==> src/rtl/uart_pkg.sv <==
// Shared types and helpers for the arbitrated UART transmitter.
package uart_pkg;

    typedef enum logic [2:0] {
        IDLE,
        START,
        DATA,
        PARITY,
        STOP
    } state_t;

    localparam int DATA_BITS = 8;

    // Clock cycles per bit, rounded to the nearest integer.
    function automatic int calc_div(input int clk_hz, input int baud);
        return (clk_hz + baud / 2) / baud;
    endfunction

endpackage

==> src/rtl/uart_baud_tick.sv <==
// Bit-period counter: counts 0..DIV-1 while enabled and flags the last cycle of each bit.
module uart_baud_tick #(
    parameter int DIV = 10
) (
    input  logic clk,
    input  logic reset,
    input  logic clr,
    input  logic en,
    output logic tick
);

    localparam int CW = $clog2(DIV);

    logic [CW-1:0] cnt;

    assign tick = en && (cnt == CW'(DIV - 1));

    always_ff @(posedge clk or posedge reset) begin
        if (reset) begin
            cnt <= '0;
        end else if (clr || !en || tick) begin
            cnt <= '0;
        end else begin
            cnt <= cnt + CW'(1);
        end
    end

endmodule

==> src/rtl/uart_tx_arbiter.sv <==
// Round-robin arbiter feeding one 8N1 UART transmitter (8E1 when UART_TX_PARITY_EN is defined).
// Handshake: a requester holds req_valid/req_data until it sees its one-cycle req_ready pulse.
module uart_tx_arbiter
    import uart_pkg::*;
#(
    parameter int CLK_HZ = 100_000_000,
    parameter int BAUD   = 9600,
    parameter int NREQ   = 4
) (
    input  logic                    clk,
    input  logic                    reset,
    input  logic [NREQ-1:0]         req_valid,
    input  logic [NREQ*8-1:0]       req_data,
    output logic [NREQ-1:0]         req_ready,
    output logic                    tx,
    output logic                    busy,
    output logic [$clog2(NREQ)-1:0] grant_id,
    output logic                    frame_done,
    output state_t                  fsm_state
);

    localparam int DIV = calc_div(CLK_HZ, BAUD);
    localparam int GW  = $clog2(NREQ);

    state_t                 state;
    logic [GW-1:0]          rr_ptr;
    logic [DATA_BITS-1:0]   shift;
    logic [2:0]             bit_idx;
    logic                   tick;
    logic                   accept;
`ifdef UART_TX_PARITY_EN
    logic                   parity;
`endif

    logic                   lo_found;
    logic                   hi_found;
    logic [GW-1:0]          lo_pick;
    logic [GW-1:0]          hi_pick;
    logic [7:0]             lo_byte;
    logic [7:0]             hi_byte;
    logic [GW-1:0]          pick;
    logic [7:0]             sel_byte;

    // Two passes in one loop: first valid at/after rr_ptr wins, else first valid overall (wrap).
    always_comb begin
        lo_found = 1'b0;
        hi_found = 1'b0;
        lo_pick  = '0;
        hi_pick  = '0;
        lo_byte  = '0;
        hi_byte  = '0;
        for (int i = 0; i < NREQ; i++) begin
            if (req_valid[i] && !lo_found) begin
                lo_found = 1'b1;
                lo_pick  = GW'(i);
                lo_byte  = req_data[8*i +: 8];
            end
            if (req_valid[i] && !hi_found && (i >= int'(rr_ptr))) begin
                hi_found = 1'b1;
                hi_pick  = GW'(i);
                hi_byte  = req_data[8*i +: 8];
            end
        end
        pick     = hi_found ? hi_pick : lo_pick;
        sel_byte = hi_found ? hi_byte : lo_byte;
    end

    assign accept     = (state == IDLE) && (|req_valid);
    assign frame_done = (state == STOP) && tick;
    assign fsm_state  = state;

    uart_baud_tick #(
        .DIV (DIV)
    ) u_baud (
        .clk   (clk),
        .reset (reset),
        .clr   (accept),
        .en    (busy),
        .tick  (tick)
    );

    always_ff @(posedge clk or posedge reset) begin
        if (reset) begin
            state     <= IDLE;
            tx        <= 1'b1;
            busy      <= 1'b0;
            req_ready <= '0;
            grant_id  <= '0;
            rr_ptr    <= '0;
            shift     <= '0;
            bit_idx   <= '0;
`ifdef UART_TX_PARITY_EN
            parity    <= 1'b0;
`endif
        end else begin
            req_ready <= '0;
            case (state)
                IDLE: begin
                    tx <= 1'b1;
                    if (accept) begin
                        req_ready <= NREQ'(1) << pick;
                        shift     <= sel_byte;
                        grant_id  <= pick;
                        busy      <= 1'b1;
                        tx        <= 1'b0;
                        state     <= START;
`ifdef UART_TX_PARITY_EN
                        parity    <= ^sel_byte;
`endif
                    end
                end
                START: begin
                    if (tick) begin
                        tx      <= shift[0];
                        bit_idx <= '0;
                        state   <= DATA;
                    end
                end
                DATA: begin
                    if (tick) begin
                        if (bit_idx == 3'(DATA_BITS - 1)) begin
`ifdef UART_TX_PARITY_EN
                            tx    <= parity;
                            state <= PARITY;
`else
                            tx    <= 1'b1;
                            state <= STOP;
`endif
                        end else begin
                            tx      <= shift[1];
                            shift   <= {1'b0, shift[DATA_BITS-1:1]};
                            bit_idx <= bit_idx + 3'd1;
                        end
                    end
                end
                PARITY: begin
                    if (tick) begin
                        tx    <= 1'b1;
                        state <= STOP;
                    end
                end
                STOP: begin
                    if (tick) begin
                        busy   <= 1'b0;
                        rr_ptr <= (grant_id == GW'(NREQ - 1)) ? '0 : grant_id + GW'(1);
                        state  <= IDLE;
                    end
                end
                default: begin
                    tx    <= 1'b1;
                    busy  <= 1'b0;
                    state <= IDLE;
                end
            endcase
        end
    end

endmodule

==> config.mk <==
export PLATFORM = sky130hd
export DESIGN_NAME = uart_tx_arbiter
export DESIGN_NICKNAME = d
export VERILOG_FILES = /design/src/rtl/uart_pkg.sv /design/src/rtl/uart_baud_tick.sv /design/src/rtl/uart_tx_arbiter.sv
export SDC_FILE = /design/constraint.sdc
export NUM_CORES = 1
export LEC_CHECK = 0
export ABC_AREA = 1
export BUFFER_PORTS_ARGS = -buffer_cell sky130_fd_sc_hd__buf_2
export CORE_MARGIN = 2
export CORE_UTILIZATION = 43
export CTS_BUF_LIST = sky130_fd_sc_hd__clkbuf_8
export DETAILED_ROUTE_END_ITERATION = 7
export HOLD_SLACK_MARGIN = 0.12
export MAX_ROUTING_LAYER = met4
export PLACE_DENSITY = 0.61
export SLEW_MARGIN = 20
export SYNTH_ARGS = -nofsm -noshare
export SYNTH_HDL_FRONTEND = slang
export SYNTH_SLANG_ARGS = --single-unit
==> constraint.sdc <==
create_clock -name clk -period 2.5 [get_ports clk]
set_clock_uncertainty 0.15 [all_clocks]
set_input_delay 0.375 -clock clk [delete_from_list [all_inputs] [get_ports clk]]
set_output_delay 0.375 -clock clk [all_outputs]
set_load 0.02 [all_outputs]
Word-level counts from Yosys, hierarchy flattened
Cells that the tools add are included.
W data, S select, Z words.
- $add $sub $neg: 3
- magnitude comparators: 3
- eq/ne operators: 14
- shift-type cells: 1
- mux-type cells: 50
- bitwise logic cells: 2
- reductions and logical operators: 33
- operator list (kind ; count):
    $mux W8 ; 12
    $mux W3 ; 8
    $mux W1 ; 16
    $pmux W8 S2 ; 1
    $pmux W3 S5 ; 1
    $add A14 B1 Y14 const B ; 1
    $eq A14 B14 Y1 const B ; 1
    $mux W14 ; 1
    $logic_and A1 B1 Y1 ; 12
    $mux W2 ; 6
    $ne A2 B2 Y1 const B ; 6
    $reduce_and A4 Y1 ; 3
    $mux W4 ; 2
    $logic_not A1 Y1 ; 7
    $eq A3 B2 Y1 const B ; 2
    $eq A3 B3 Y1 const B ; 2
    $pmux W3 S2 ; 1
    $reduce_and A6 Y1 ; 1
    $pmux W1 S5 ; 1
    $ge A1 B2 Y1 const A ; 2
    $reduce_and A2 Y1 ; 2
    $reduce_bool A2 Y1 ; 2
    $reduce_or A4 Y1 ; 1
    $shl A1 B2 Y4 const A ; 1
    other kinds (12) ; 14
- flip-flop bits (word level): 38
- input bits: 38
- output and inout port bits: 12

Longest topological paths before layout
- depth in word-level cells: 18
- gate-level depth with buffers: 13
- gate-level depth less buffers: 12

Modules after synthesis
A second synthesis with hierarchy kept.
- cells, all modules: 396
- area, all modules: 2583.7 um2
- by module, submodules not included (module ; instances ; cells an instance ; area an instance (um2)):
    uart_tx_arbiter ; 1 ; 274 ; 1721.7
    uart_baud_tick ; 1 ; 122 ; 862.1

Worst setup path before layout
No wires, ideal clock.
- path kind: register -> output
- from: reg u_baud.cnt[0]
- to: out frame_done
- arrival time: 1.382 ns
- data required time: 1.975 ns
- path slack: 0.593 ns
- stages on the path, launching flop included: 9
- buffers on the path: 0
- cell sequence: dfrtp_1 -> inv_1 -> ha_1 -> nand2_1 -> inv_1 -> nand2_1 -> nor2_1 -> nand2_2 -> nor2_1
- longest elaborated chain between the ends: 3
- ends and longest elaborated chain (item ; line ; text):
    start, declared ; uart_baud_tick.sv:14 ; logic [CW-1:0] cnt;
    start signal, assigned ; uart_baud_tick.sv:24 ; cnt <= cnt + CW'(1);
    $eq A14 B14 Y1 ; uart_baud_tick.sv:16 ; assign tick = en && (cnt == CW'(DIV - 1));
    $logic_and A1 B1 Y1 ; uart_baud_tick.sv:16 ;
    $logic_and A1 B1 Y1 ; uart_tx_arbiter.sv:69 ; assign frame_done = (state == STOP) && tick;
    end, declared ; uart_tx_arbiter.sv:18 ; output logic frame_done,
No other way between the ends.

Worst setup path in the final report
Same ends and word-level chain as after synthesis.

==> qor_table.md <==
| Item | Value |
|:---|:---|
| Number of warnings printed during yosys synthesis | 0 |
| DRT met1 WL | 3226 um |
| Total inserted antenna cells | 0 |
| Pin count of the biggest net entering global routing | 39 |
| Overall die height | 81.93 um |
| Internal power contribution | 1.530 mW |
| Largest incremental delay on the critical path | 430 ps |
| Final period demand of the worst path | 2244 ps |
| Master cell of the clock root buffer | sky130_fd_sc_hd__clkbuf_8 |
| Detailed route wirelength on metal3 | 363 um |
| Dominant delay contributor by cell family on the critical path | simple AND/OR/NAND/NOR gates |
| Worst slew slack as a fraction of its limit | 0.6800 |
| Register clock-pin slew on the reported worst setup and hold paths | 80 ps |
| CTS sink count | 38 |
| Arrival time of data at the critical path endpoint | 1720 ps |
| Synth async-reset ratio | 1.000 |
| Combinational share of power | 0.410 |
| H-tree Lvls | 2 |
| Timing-limited maximum frequency | 445.6 MHz |
| Antenna violations before repair | 0 |
| Final RePlAce weighted congestion | 0.8597 |
| Switch Pwr | 1.056 mW |
| Proportion of synthesized chip area in sequential cells | 0.3646 |
| Clock insertion delay at the later pin of the skew report | 290 ps |
| Setup violation total in the final timing report | 0 |
| Clock tree from TritonCTS | done |
| Leakage power total | 1.651 nW |
| Vias after detailed routing | 2591 |
| Post-placement worst setup slack | 511.0 ps |
| Mean routed wirelength per cell | 12.46 um |
| Buffers on Ports | 49 |
| Total placed instance area | 0.002945 mm^2 |
| Mapped cell area | 0.002611 mm^2 |
| Via count of the first global-routing pass | 2498 |
| Worst hold margin | 309.0 ps |
| Slowest cell on crit path | sky130_fd_sc_hd__dfrtp_1 |
| Main synth FF type | sky130_fd_sc_hd__dfrtp_1 |
| ANT nets after route | 0 |
| Post-route fraction of the period consumed by the critical path | 0.8977 |
| Cell variety after synth | 33 |
| Final global-route overflow total | 0 |
| Hpwl dp | 4823 um |
| Total number of placement rows | 28 |
| Number of iterations in the first detailed-routing pass | 4 |
| Via density per instance | 4.954 |
| Floorplan die area | 0.006712 mm^2 |
| Filler cell count | 599 |
| Biggest fanout along the worst timing path | 10 |
| Seq pwr share | 0.345 |
| Hold Fails Final Rpt | 0 |
| Total GRT Usage | 0.2187 |
| Routed wl met2 | 2865 um |
| Post-synthesis net count | 435 |
| Multi-input gate area | 0.001429 mm^2 |
| Register Area | 952.2 um^2 |
| Fin worst setup slack | 255.6 ps |
| Count of flip-flops with a built-in enable after synthesis | 0 |
| Share of total power consumed by net switching | 0.4084 |
| Final Slew Violations | 0 |
| Launching element type of the critical path | register |
| Crit-path cells | inv_1 > ha_1 > nand2_1 > inv_1 > nand2_1 > nor2_1 > nand2_2 > nor2_1 > buf_2 |
| Kind of capture point of the worst setup path | primary output |
| Floorplan Core Area | 0.005886 mm^2 |
| Net count reported at finish | 490 |
| Detailed router's first-iteration violation count | 168 |
| Clock buffers created by TritonCTS | 5 |
| Initial standard-cell utilization of the core | 0.4437 |
| Required @ worst endpoint | 1980 ps |
| Count of pins on the block boundary | 50 |
| Total wirelength of the detailed-routed design | 6514 um |
| Post-Synthesis Mean Instance Area | 6.661 um^2 |
| Type of the tightest min-delay check | input pin to register |
| Slew at the pin closest to its max-slew limit | 480.0 ps |
| Setup total negative slack | 0 ps |
| Crit path buffers/inverters | 3 |
| Count of unresolved DRC violations after routing | 0 |
| Mapped Cells | 392 |
| Die outline width | 81.93 um |
| Result of the run | completed |
| Layout Area Growth over Synthesis | 18.45% |
| Max-capacitance violation count | 0 |
| Unrepaired setup endpoints after global routing | false |
| Final instance area | 0.003093 mm^2 |
| Crit Path Class | register to primary output |
| Power Dens Cells | 836.1 mW/mm^2 |
| Fraction of layout instances using a drive strength above 1 | 0.2098 |
| Post-synthesis sequential element count | 38 |
| Highest routed layer | met4 |
| Number of buffers on the longest clock path | 2 |
| Clock network fraction of design power | 0.245 |
| Global-route wire length before repair | 11150 um |
| Worst IR drop on VDD | 0.0004868 V |
## worst min-delay path, delay by kind of cell
kind          cells  cell delay [ps]
simple gates      4              250
buf+inv           1               90
## cell usage in the layout, fill, tap and decap left out, types with 6 or more instances in the layout
cell type                 instances
sky130_fd_sc_hd__nand4_1         19
sky130_fd_sc_hd__buf_4            7
sky130_fd_sc_hd__nor2_2           6
sky130_fd_sc_hd__nor3_1          13
sky130_fd_sc_hd__inv_1           35
sky130_fd_sc_hd__dfrtp_1         37
sky130_fd_sc_hd__nand2_1        102
sky130_fd_sc_hd__inv_2           10
sky130_fd_sc_hd__o21ai_0         11
sky130_fd_sc_hd__buf_2           49
sky130_fd_sc_hd__nor2_1          79
sky130_fd_sc_hd__nand3_1         34
## layer usage
| metal | vias to the layer above | track usage |
|---|---|---|
| met4 | 0 | 0.06167 |
| met2 | 72 | 0.3358 |
| met1 | 1158 | 0.3047 |
| met3 | 5 | 0.02637 |
| li1 | 1356 | - |
| met5 | - | - |
## cell usage after synthesis, drive strengths merged (4+ instances only)
library cell	number	area, um^2
nand2	106	412.9
nor2	89	379.1
inv	45	168.9
dfrtp	37	925.9
nand3	36	190.2
nand4	19	118.9
o21ai	15	90.09
nor3	13	65.06
buf	8	53.80
a21oi	6	33.78
ha	5	62.56
xor2	4	35.03
## sequential cells by signal, summed over array words and instances, names as in the netlist
signal      flops
u_baud.cnt     14
shift           8
req_ready       4
bit_idx         3
fsm_state       3
grant_id        2
rr_ptr          2
busy            1
tx              1
## through the flow
stage                     cells  utilization  total power, mW
after CTS                   523       0.5255            2.611
final                       523       0.5255            2.586
after floorplan             392            -            1.687
after global routing        523       0.5255            2.814
after detailed placement    514       0.5004            1.970
after global placement      514       0.5004            1.947
## cell type report
type | instances | share of cell area
clock buffer | 5 | 0.02225
inverter | 46 | 0.05583
tap | 75 | 0.03034
timing repair buffer | 57 | 0.09951
clock inverter | 3 | 0.02225
sequential | 38 | 0.3078
multi-input combinational | 299 | 0.4620
## worst paths after layout
check / slack, ps / end / startpoint / cells past startpoint
setup / recovery: 260 / frame_done / u_baud.cnt[0]$_DFF_PP0_ / 9
hold / removal: 310 / shift[7]$_DFFE_PP0P_ / req_data[15] / 5
setup reg to reg: 510 / u_baud.cnt[7]$_DFF_PP0_ / u_baud.cnt[0]$_DFF_PP0_ / 10
hold reg to reg: 340 / shift[4]$_DFFE_PP0P_ / shift[4]$_DFFE_PP0P_ / 2
max in group asynchronous: 1240 / tx$_DFFE_PP1P_ / reset / 4
min in group asynchronous: 590 / u_baud.cnt[5]$_DFF_PP0_ / reset / 4
## repair_timing
action,4_1_cts,5_1_grt
endpoints found under the hold margin,37,0
hold buffers,1,0
buffers inserted,0,0
endpoints found under the setup margin,0,0
gates resized for setup,0,0
## power groups by stage
stage / Clock [mW] / Combinational (mW) / Sequential (mW)
after floorplan: 0 / 0.734 / 0.953
after global placement: 0 / 1.05 / 0.895
after detailed placement: 0 / 1.07 / 0.905
after CTS: 0.644 / 1.07 / 0.894
after global routing: 0.686 / 1.21 / 0.913
final: 0.633 / 1.06 / 0.893
## kinds of logic after synthesis
logic type,Yosys count,share of synthesized area
adder cells (fa/ha/maj),5,0.02396
AO/OA/AOI/OAI,23,0.05319
flip-flops,38,0.3646
AND/OR/NAND/NOR,267,0.4566
buffers and inverters,55,0.08816
XOR/XNOR,4,0.01342
(Power assumes the default switching activity.)
